--- src/rtl/sram_req_port_if.sv ---
// ============================================================================
// Module      : sram_req_port_if
// Description : Request/response valid-ready bundle for one SRAM port.
// Revision    : 1.0 - initial release
// ============================================================================
`default_nettype none

interface sram_req_port_if #(
  parameter int WIDTH  = 256,
  parameter int ADDR_W = 6
);
  logic              req_valid;
  logic              req_ready;
  logic              req_write;
  logic [ADDR_W-1:0] req_addr;
  logic [WIDTH-1:0]  req_wdata;
  logic              rsp_valid;
  logic              rsp_ready;
  logic [WIDTH-1:0]  rsp_rdata;

  modport master (
    output req_valid, req_write, req_addr, req_wdata, rsp_ready,
    input  req_ready, rsp_valid, rsp_rdata
  );

  modport slave (
    input  req_valid, req_write, req_addr, req_wdata, rsp_ready,
    output req_ready, rsp_valid, rsp_rdata
  );
endinterface

`default_nettype wire

--- src/rtl/sram_req_port.sv ---
// ============================================================================
// Module      : sram_req_port
// Description : Valid/ready front end for one port of the dual-port SRAM
//               wrapper, with a 2-entry read response buffer.
// Revision    : 1.0 - initial release
// ============================================================================
`default_nettype none

module sram_req_port #(
  parameter int WIDTH  = 256,
  parameter int DEPTH  = 64,
  parameter int ADDR_W = $clog2(DEPTH)
) (
  input  wire logic              clk,
  input  wire logic              rst_n,
  sram_req_port_if.slave         bus,
  output logic                   sram_enable_n,
  output logic                   sram_write_enable_n,
  output logic [ADDR_W-1:0]      sram_address,
  output logic [WIDTH-1:0]       sram_data,
  input  wire logic [WIDTH-1:0]  sram_q,
  output logic                   busy
);

  generate
    if (WIDTH != 256) begin : g_bad_width
      $error("sram_req_port: WIDTH must be 256");
    end
    if (DEPTH != 64 && DEPTH != 128 && DEPTH != 256) begin : g_bad_depth
      $error("sram_req_port: DEPTH must be 64, 128 or 256");
    end
    if (ADDR_W != $clog2(DEPTH)) begin : g_bad_addr_w
      $error("sram_req_port: ADDR_W must not be overridden");
    end
  endgenerate

  logic             rd_pend;
  logic [1:0]       count;
  logic             wr_ptr;
  logic             rd_ptr;
  logic [WIDTH-1:0] buf_mem [2];

  logic             acc;
  logic             pop;
  logic             push;
  logic [2:0]       occupancy;

  assign pop  = bus.rsp_valid & bus.rsp_ready;
  assign push = rd_pend;

  // Reads in flight plus buffered entries, net of this cycle's pop, must leave room.
  assign occupancy     = {1'b0, count} + {2'b00, rd_pend} - {2'b00, pop};
  assign bus.req_ready = rst_n & (bus.req_write | (occupancy < 3'd2));
  assign acc           = bus.req_valid & bus.req_ready;

  assign sram_enable_n       = ~acc;
  assign sram_write_enable_n = ~(acc & bus.req_write);
  assign sram_address        = bus.req_addr;
  assign sram_data           = bus.req_wdata;

  assign bus.rsp_valid = (count != 2'd0);
  assign bus.rsp_rdata = buf_mem[rd_ptr];
  assign busy          = rd_pend | (count != 2'd0);

  always_ff @(posedge clk or negedge rst_n) begin
    if (!rst_n) begin
      rd_pend <= 1'b0;
    end else begin
      rd_pend <= acc & ~bus.req_write;
    end
  end

  // sram_q is valid in the cycle after the read was accepted, i.e. while rd_pend is set.
  always_ff @(posedge clk or negedge rst_n) begin
    if (!rst_n) begin
      count      <= 2'd0;
      wr_ptr     <= 1'b0;
      rd_ptr     <= 1'b0;
      buf_mem[0] <= '0;
      buf_mem[1] <= '0;
    end else begin
      if (push) begin
        buf_mem[wr_ptr] <= sram_q;
        wr_ptr          <= ~wr_ptr;
      end
      if (pop) begin
        rd_ptr <= ~rd_ptr;
      end
      case ({push, pop})
        2'b10:   count <= count + 2'd1;
        2'b01:   count <= count - 2'd1;
        default: count <= count;
      endcase
    end
  end

`ifndef SYNTHESIS
  overflow_chk : assert property (@(posedge clk) disable iff (!rst_n) !(push && count == 2'd2))
    else $fatal(1, "sram_req_port: response buffer overflow");
`endif

endmodule

`default_nettype wire

--- src/flat_wrapper.sv ---
// flat-port wrapper written by rule: the top's interface ports become plain ports
module sram_req_port_flat 
#(
  parameter int WIDTH  = 256,
  parameter int DEPTH  = 64,
  parameter int ADDR_W = $clog2(DEPTH)
)
  (clk, rst_n, sram_enable_n, sram_write_enable_n, sram_address, sram_data, sram_q, busy, bus_req_valid, bus_req_write, bus_req_addr, bus_req_wdata, bus_rsp_ready, bus_req_ready, bus_rsp_valid, bus_rsp_rdata);
  sram_req_port_if #(.WIDTH(WIDTH), .ADDR_W(ADDR_W)) bus_i ();
  input  wire logic clk;
  input  wire logic rst_n;
  output logic sram_enable_n;
  output logic sram_write_enable_n;
  output logic [ADDR_W-1:0] sram_address;
  output logic [WIDTH-1:0] sram_data;
  input  wire logic [WIDTH-1:0] sram_q;
  output logic busy;
  input wire logic [$bits(bus_i.req_valid)-1:0] bus_req_valid;
  input wire logic [$bits(bus_i.req_write)-1:0] bus_req_write;
  input wire logic [$bits(bus_i.req_addr)-1:0] bus_req_addr;
  input wire logic [$bits(bus_i.req_wdata)-1:0] bus_req_wdata;
  input wire logic [$bits(bus_i.rsp_ready)-1:0] bus_rsp_ready;
  output wire logic [$bits(bus_i.req_ready)-1:0] bus_req_ready;
  output wire logic [$bits(bus_i.rsp_valid)-1:0] bus_rsp_valid;
  output wire logic [$bits(bus_i.rsp_rdata)-1:0] bus_rsp_rdata;
  assign bus_i.req_valid = bus_req_valid;
  assign bus_i.req_write = bus_req_write;
  assign bus_i.req_addr = bus_req_addr;
  assign bus_i.req_wdata = bus_req_wdata;
  assign bus_i.rsp_ready = bus_rsp_ready;
  assign bus_req_ready = bus_i.req_ready;
  assign bus_rsp_valid = bus_i.rsp_valid;
  assign bus_rsp_rdata = bus_i.rsp_rdata;
  sram_req_port #(.WIDTH(WIDTH), .DEPTH(DEPTH), .ADDR_W(ADDR_W)) u_core (.clk(clk), .rst_n(rst_n), .bus(bus_i), .sram_enable_n(sram_enable_n), .sram_write_enable_n(sram_write_enable_n), .sram_address(sram_address), .sram_data(sram_data), .sram_q(sram_q), .busy(busy));
endmodule
--- config.mk ---
export PLATFORM = sky130hd
export DESIGN_NAME = sram_req_port_flat
export DESIGN_NICKNAME = d
export VERILOG_FILES = /design/src/rtl/sram_req_port_if.sv /design/src/rtl/sram_req_port.sv /design/src/flat_wrapper.sv
export SDC_FILE = /design/constraint.sdc
export NUM_CORES = 1
export LEC_CHECK = 0
export BUFFER_PORTS_ARGS = -buffer_cell sky130_fd_sc_hd__buf_2
export CORE_AREA = 5 5 406 408
export DETAILED_ROUTE_END_ITERATION = 6
export DIE_AREA = 0 0 411 413
export GPL_TIMING_DRIVEN = 0
export PLACE_DENSITY = 0.33
export SLEW_MARGIN = 20
export SYNTH_ARGS = -nofsm -noshare
export SYNTH_HDL_FRONTEND = slang
export SYNTH_SLANG_ARGS = --single-unit
--- constraint.sdc ---
create_clock -name clk -period 2.93 [get_ports clk]
set_input_delay 0.586 -clock clk [delete_from_list [all_inputs] [get_ports clk]]
set_output_delay 0.586 -clock clk [all_outputs]
set_load 0.01 [all_outputs]
==> results of run 1 <==
[cells in the mapped netlist (all sizes together) (2+ instances only)]
cell type / number / area, um2
mux2: 768 / 9550
dfrtp: 517 / 12900
buf: 346 / 2820
nand2: 5 / 18.8
clkbuf: 3 / 11.3
nor2b: 3 / 26.3
xnor2: 3 / 26.3
a21oi: 2 / 10.0
nor2: 2 / 7.51
or2: 2 / 12.5
[sequential cells by signal (all words and copies together), names as in the netlist]
name,count
u_core.buf_mem,512
u_core.wr_ptr,1
u_core.push,1
u_core.rd_ptr,1
u_core.count,2
[worst max-delay path, delay by kind of cell, from the launching register on]
family | cells | cell delay [ns]
simple gates | 2 | 0.47
flops | 1 | 0.41
fa+ha+maj | 1 | 0.39
buf+inv | 2 | 0.24
xor+xnor | 1 | 0.18
compound gates | 1 | 0.10
[power by group through the flow]
stage               clock, uW  sequential (uW)  combinational, uW
floorplan                   0            12000              10300
global placement            0            12700              16300
detailed placement          0            12500              16400
CTS                      9670            12500              16600
global route             9950            13000              17300
finish                   9200            12500              16000
[how the worst min path moves through the flow]
stage | start | to | slack (ns)
finish | rst_n | u_core.buf_mem[317]$_DFFE_PN0P_ | 0.08
global placement | u_core.buf_mem[31]$_DFFE_PN0P_ | u_core.buf_mem[31]$_DFFE_PN0P_ | 0.48
CTS | rst_n | u_core.buf_mem[317]$_DFFE_PN0P_ | 0.04
detailed placement | u_core.buf_mem[53]$_DFFE_PN0P_ | u_core.buf_mem[53]$_DFFE_PN0P_ | 0.49
floorplan | rst_n | u_core.buf_mem[0]$_DFFE_PN0P_ | 0.29
global route | rst_n | u_core.buf_mem[317]$_DFFE_PN0P_ | 0.06
[layout make-up]
class	count	area share [%]
multi-input cells	794	27.7
flip-flops and latches	517	36.8
diodes	24	0.171
clock inverters	19	0.725
clock buffers	115	6.35
repair buffers	801	12.2
plain buffers	348	8.32
well taps	2175	7.73
[through the flow]
stage / std cells / hold WS (ns)
6_report: 4793 / 0.0848
3_3_place_gp: 4618 / 0.482
3_5_place_dp: 4625 / 0.487
5_1_grt: 4773 / 0.0621
4_1_cts: 4769 / 0.0441
2_1_floorplan: 1660 / 0.290
[logic make-up after synthesis]
kind of cell | count (synthesis) | synth area share, %
AOI/OAI and AO/OA | 3 | 0.0589
xor gates and xnor gates | 4 | 0.137
adders and majority gates | 1 | 0.0785
buffers and inverters | 349 | 11.1
DFF | 517 | 50.7
muxes | 769 | 37.5
and+or+nand+nor | 17 | 0.378
[routing by layer]
layer  up-vias  wire [um]  GRT usage, %  share of wire [%]
li1       7337          -             -                  -
met1      8085      38000          12.5                 41
met2       530      45200          17.3                 49
met3       159       7160          3.86                7.7
met4        26       2370          2.95                2.6
met5         -        164             0               0.18
[timing repair]
item	4_1_cts	5_1_grt
hold endpoints to repair	49	0
buffers inserted	3	0
pin swaps	4	1
cloned	1	0
resized for setup	40	4
endpoints found under the setup margin	232	5
hold buffers	7	0
==> results.sh, run 1 <==
export IMPL_run_status="finished, violations left"
export IMPL_violated_checks="setup timing"
export IMPL_track_usage_pct=10.4
export IMPL_end_of_the_worst_register_to_register_path="u_core.buf_mem[237]$_DFFE_PN0P_"
export IMPL_detail_route_vias_per_cell=3.37
export IMPL_detail_route_drc_violations=0
export IMPL_fillerInstances=17300
export IMPL_die_h_um=413
export IMPL_route_vias_total=16100
export IMPL_internal_power_summed_over_all_cells_uw=25200
export IMPL_layout_worst_path_cycle_share_pct=103
export IMPL_post_synth_num_cell_types=24
export IMPL_swShare_pct=33.0
export IMPL_die_area_um2=170000
export IMPL_worst_slew_margin_rel_pct=53.7
export IMPL_number_of_synthesized_register_bits=517
export IMPL_ff_latch_area_um2=12900
export IMPL_clk_pin_slew_worst_paths_ns=0.06
export IMPL_maxSlewViolCount=0
export IMPL_core_area_um2=161000
export IMPL_cts_made_buffers=73
export IMPL_worstPathCellList="and3b_2 > buf_6 > fa_2 > xnor2_4 > a21oi_4 > or2_4 > buf_6"
export IMPL_timing_critical_path_to="sram_enable_n"
export IMPL_power_leakage_uw=0.0163
export IMPL_post_detailed_placement_half_perimeter_wirelength_mm=69.6
export IMPL_preCtsSetupSlack_ns=-0.434
export IMPL_multi_input_logic_area_um2=9760
export IMPL_cts_tree="yes"
export IMPL_finish_net_count=3059
export IMPL_regToRegStartpoint="u_core.push$_DFF_PN0_"
export IMPL_synthesis_area_um2=25500
export IMPL_setup_tns_final_ns=-0.166
export IMPL_worst_ir_drop_vdd_mv=0.378
export IMPL_critical_path_required_ns=2.34
export IMPL_fp_row_count=148
export IMPL_grt_antenna_before_repair=49
export IMPL_max_freq_ghz=0.330
export IMPL_seq_area_frac_synth_pct=50.7
export IMPL_critical_path_max_fanout=2
export IMPL_placedInstanceArea_um2=32300
export IMPL_cp_class="register to output pin"
export IMPL_synth_edf_count=0
export IMPL_cp_end_kind="output pin"
export IMPL_syn_num_nets=2184
export IMPL_synth_instances=1660
export IMPL_pwr_density_cell_nw_per_um2=1070
export IMPL_syn_mean_instance_area_um2=15.4
export IMPL_postRouteWirelength_mm=92.9
export IMPL_timing_critical_path_from="u_core.count[1]$_DFFE_PN0P_"
export IMPL_combPwrFrac_pct=42.4
export IMPL_final_period_minus_worst_setup_slack_ns=3.03
export IMPL_io_pin_count=1046
export IMPL_commonest_cells_after_routing_fill_and_taps_aside="792 x sky130_fd_sc_hd__buf_2, 528 x sky130_fd_sc_hd__mux2_2, 515 x sky130_fd_sc_hd__dfrtp_1"
export IMPL_final_skew_ns=0.0344
export IMPL_crit_top_cell="sky130_fd_sc_hd__buf_6"
export IMPL_finalSetupViolCount=2
export IMPL_power_clock_fraction_pct=24.4
export IMPL_number_of_global_route_vias_before_repair=17600
export IMPL_gp_congestion=0.729
export IMPL_grt_remaining_overflow=0
export IMPL_finalWorstSetupSlack_ns=-0.0978
export IMPL_rr_worst_depth=5
export IMPL_net_switching_power_uw=12400
export IMPL_p_total_uw=37700
export IMPL_grt_start_max_net_pins=80
export IMPL_hold_viol_final=0
export IMPL_postLayoutCellArea_um2=35200
export IMPL_cp_slowest_cell="sky130_fd_sc_hd__dfrtp_2"
export IMPL_wire_per_inst_um=19.4
export IMPL_synth_yosys_warnings=0
export IMPL_cts_sink_count=517
export IMPL_sequential_share_of_power_pct=33.2
export IMPL_longest_clk_path_bufs=3
export IMPL_cts_root_buf="sky130_fd_sc_hd__clkbuf_16"
export IMPL_critical_path_max_stage_delay_ns=0.41
export IMPL_post_route_cells_drive_above_1_share_pct=78.6
export IMPL_drt_pre_antenna_iters=4
export IMPL_timing_hold_worst_class="input pin to async pin"
export IMPL_yosys_most_used_dff="sky130_fd_sc_hd__dfrtp_1"
export IMPL_port_buffer_count=783
export IMPL_count_of_maximum_capacitance_violations=0
export IMPL_initial_util_pct=15.8
export IMPL_clock_insertion_delay_worst_skew_ns=0.66
export IMPL_cts_htree_levels=3
export IMPL_worst_slew_pin_slew_ns=0.695
export IMPL_flow_area_growth_from_synthesis_pct=38.1
export IMPL_drt_first_iter_violations=450
export IMPL_drtAntennaViolNets=0
export IMPL_grt_first_pass_wirelength_mm=129
export IMPL_layout_cells_most_common="sky130_fd_sc_hd__buf_2"
export IMPL_cp_data_arrival_time_ns=2.44
export IMPL_critical_path_startpoint_type="register"
export IMPL_ys_async_rst_share_pct=100
export IMPL_fin_util_pct=21.8
export IMPL_reg2reg_slack_ns=0.80
export IMPL_rsz0062_at_grt="yes"
export IMPL_die_x_um=411
Power figures use the tool's default switching activity.
==> run 2: changes to the inputs <==
--- a/config.mk
+++ b/config.mk
@@ -6,11 +6,12 @@
 export NUM_CORES = 1
 export LEC_CHECK = 0
 export BUFFER_PORTS_ARGS = -buffer_cell sky130_fd_sc_hd__buf_2
-export CORE_AREA = 5 5 406 408
+export CAP_MARGIN = 5
+export CORE_AREA = 5 5 400 402
 export DETAILED_ROUTE_END_ITERATION = 6
-export DIE_AREA = 0 0 411 413
+export DIE_AREA = 0 0 405 407
 export GPL_TIMING_DRIVEN = 0
-export PLACE_DENSITY = 0.33
+export PLACE_DENSITY = 0.34
 export SLEW_MARGIN = 20
 export SYNTH_ARGS = -nofsm -noshare
 export SYNTH_HDL_FRONTEND = slang
==> run 2 against run 1 <==
The run still ends with setup timing left. Non-clock buffer count unchanged. Worst hold slack lost 0.027 ns. Power is 0.69% higher. Critical endpoint unchanged. Count of clock-buffer cells in the layout unchanged. Clock skew down 0.017 ns. Critical path depth is 1 higher. Largest power group unchanged. Sequential power is essentially flat. Die area shrank 2.9%.
==> results.sh, run 2 (same netlist as run 1, synthesis figures left out) <==
export IMPL_timing_hold_worst_class="input pin to async pin"
export IMPL_worst_slew_margin_rel_pct=32.1
export IMPL_cts_sink_count=517
export IMPL_core_area_um2=156000
export IMPL_violated_checks="setup timing"
export IMPL_maxSlewViolCount=0
export IMPL_grt_start_max_net_pins=88
export IMPL_worst_ir_drop_vdd_mv=0.465
export IMPL_fp_row_count=145
export IMPL_postLayoutCellArea_um2=35100
export IMPL_final_period_minus_worst_setup_slack_ns=3.08
export IMPL_largest_register_ffs=512
export IMPL_final_skew_ns=0.0173
export IMPL_post_detailed_placement_half_perimeter_wirelength_mm=70.1
export IMPL_port_buffer_count=783
export IMPL_longest_clk_path_bufs=3
export IMPL_fillerInstances=16700
export IMPL_critical_path_startpoint_type="register"
export IMPL_drt_first_iter_violations=510
export IMPL_count_of_maximum_capacitance_violations=0
export IMPL_finalWorstSetupSlack_ns=-0.151
export IMPL_commonest_cells_after_routing_fill_and_taps_aside="791 x sky130_fd_sc_hd__buf_2, 528 x sky130_fd_sc_hd__mux2_2, 515 x sky130_fd_sc_hd__dfrtp_1"
export IMPL_layout_cells_most_common="sky130_fd_sc_hd__buf_2"
export IMPL_finalSetupViolCount=2
export IMPL_worst_hold_slack_ns=0.0579
export IMPL_die_h_um=407
export IMPL_gp_congestion=0.720
export IMPL_layout_worst_path_cycle_share_pct=105
export IMPL_placedInstanceArea_um2=32200
export IMPL_worst_slew_pin_slew_ns=1.01
export IMPL_cp_data_arrival_time_ns=2.50
export IMPL_cp_end_kind="output pin"
export IMPL_initial_util_pct=16.4
export IMPL_number_of_global_route_vias_before_repair=17500
export IMPL_clk_pin_slew_worst_paths_ns=0.05
export IMPL_critical_path_required_ns=2.34
export IMPL_cts_root_buf="sky130_fd_sc_hd__clkbuf_16"
export IMPL_track_usage_pct=10.7
export IMPL_largest_register="u_core.buf_mem"
export IMPL_wire_per_inst_um=19.9
export IMPL_instances_no_fill=4679
export IMPL_cts_htree_levels=3
export IMPL_cts_made_buffers=76
export IMPL_cts_tree="yes"
export IMPL_cp_class="register to output pin"
export IMPL_detail_route_vias_per_cell=3.43
export IMPL_grt_first_pass_wirelength_mm=129
export IMPL_rsz0062_at_grt="yes"
export IMPL_placed_instance_count=4507
export IMPL_pwr_density_cell_nw_per_um2=1080
export IMPL_postRouteWirelength_mm=93.0
export IMPL_post_route_cells_drive_above_1_share_pct=78.6
export IMPL_fin_util_pct=22.6
export IMPL_clock_insertion_delay_worst_skew_ns=0.65
export IMPL_max_freq_ghz=0.325
export IMPL_grt_antenna_before_repair=41
export IMPL_drt_pre_antenna_iters=4
export IMPL_drtAntennaViolNets=0
export IMPL_io_pin_count=1046
export IMPL_die_x_um=405
export IMPL_detail_route_drc_violations=0
export IMPL_finish_net_count=3062
export IMPL_die_area_um2=165000
export IMPL_power_leakage_uw=0.0163
export IMPL_flow_area_growth_from_synthesis_pct=37.7
export IMPL_route_vias_total=16100
export IMPL_run_status="finished, violations left"
export IMPL_critical_path_max_fanout=3
export IMPL_hold_viol_final=0
export IMPL_grt_remaining_overflow=0
export IMPL_top_regs="u_core.buf_mem: 512 flops, u_core.count: 2 flops"
run 2: cell types whose count changed in the layout (fill, tap and decap cells not counted), moves of 3 or more:
cell,change
sky130_fd_sc_hd__buf_4,+4
sky130_fd_sc_hd__clkbuf_16,+3
sky130_fd_sc_hd__clkbuf_8,-4
sky130_fd_sc_hd__clkinv_2,+3
sky130_fd_sc_hd__clkinv_8,-4
run 2: worst max-delay path: stages (launching register included):
cell,delay [ns]
sky130_fd_sc_hd__dfrtp_1,0.38
sky130_fd_sc_hd__and3b_2,0.27
sky130_fd_sc_hd__o21ai_2,0.07
sky130_fd_sc_hd__fa_2,0.40
sky130_fd_sc_hd__xnor2_4,0.17
sky130_fd_sc_hd__buf_12,0.14
sky130_fd_sc_hd__a21oi_4,0.06
sky130_fd_sc_hd__or2_4,0.23
sky130_fd_sc_hd__buf_6,0.12
run 2: final timing paths:
| kind | slack [ns] | to | startpoint | cells past startpoint |
|---|---|---|---|---|
| setup / recovery | -0.15 | sram_enable_n | u_core.count[0]$_DFFE_PN0P_ | 8 |
| hold / removal | 0.06 | u_core.buf_mem[300]$_DFFE_PN0P_ | rst_n | 3 |
| setup reg to reg | 0.42 | u_core.push$_DFF_PN0_ | u_core.count[0]$_DFFE_PN0P_ | 7 |
| hold reg to reg | 0.50 | u_core.buf_mem[141]$_DFFE_PN0P_ | u_core.buf_mem[141]$_DFFE_PN0P_ | 1 |
| max in group asynchronous | 1.00 | u_core.buf_mem[335]$_DFFE_PN0P_ | rst_n | 5 |
| min in group clk | 0.18 | u_core.buf_mem[503]$_DFFE_PN0P_ | sram_q[247] | 2 |
run 2: stage by stage:
step	setup WS (ns)	total power, uW	setup TNS (ns)
finish	-0.151	37900	-0.229
global route	-0.295	40500	-0.514
CTS	-0.304	39100	-0.517
detailed placement	-0.760	28900	-19.40
global placement	-11.75	28900	-6013.80
floorplan	0.453	22300	0
run 2: layout make-up:
type	count	area (um2)	area share, %
Buffer	348	2910	8.29
Antenna cell	24	60.1	0.171
Sequential cell	517	12900	36.8
Tap cell	2058	2570	7.33
Timing Repair Buffer	801	4290	12.2
Clock buffer	115	2270	6.47
Clock inverter	22	297	0.844
Multi-Input combinational cell	794	9770	27.8
run 2: power breakdown:
group,internal [uW],switching (uW),leakage [uW]
Clock,5880,3580,0.00126
Combinational,8860,7120,0.00895
Sequential,10800,1740,0.00612
run 2: repair_timing:
action / in CTS / in global routing
hold buffers: 6 / 0
resized for setup: 45 / 0
hold endpoints to repair: 72 / 0
endpoints found under the setup margin: 234 / 2
gates cloned: 0 / 0
pin swaps: 5 / 3
buffers inserted: 5 / 2
run 2: layer usage:
layer,part of all wire (%),GRT usage (%)
met2,48,17.5
met5,0.13,0
met1,42,13.4
met3,7.3,3.82
met4,2.4,3.13
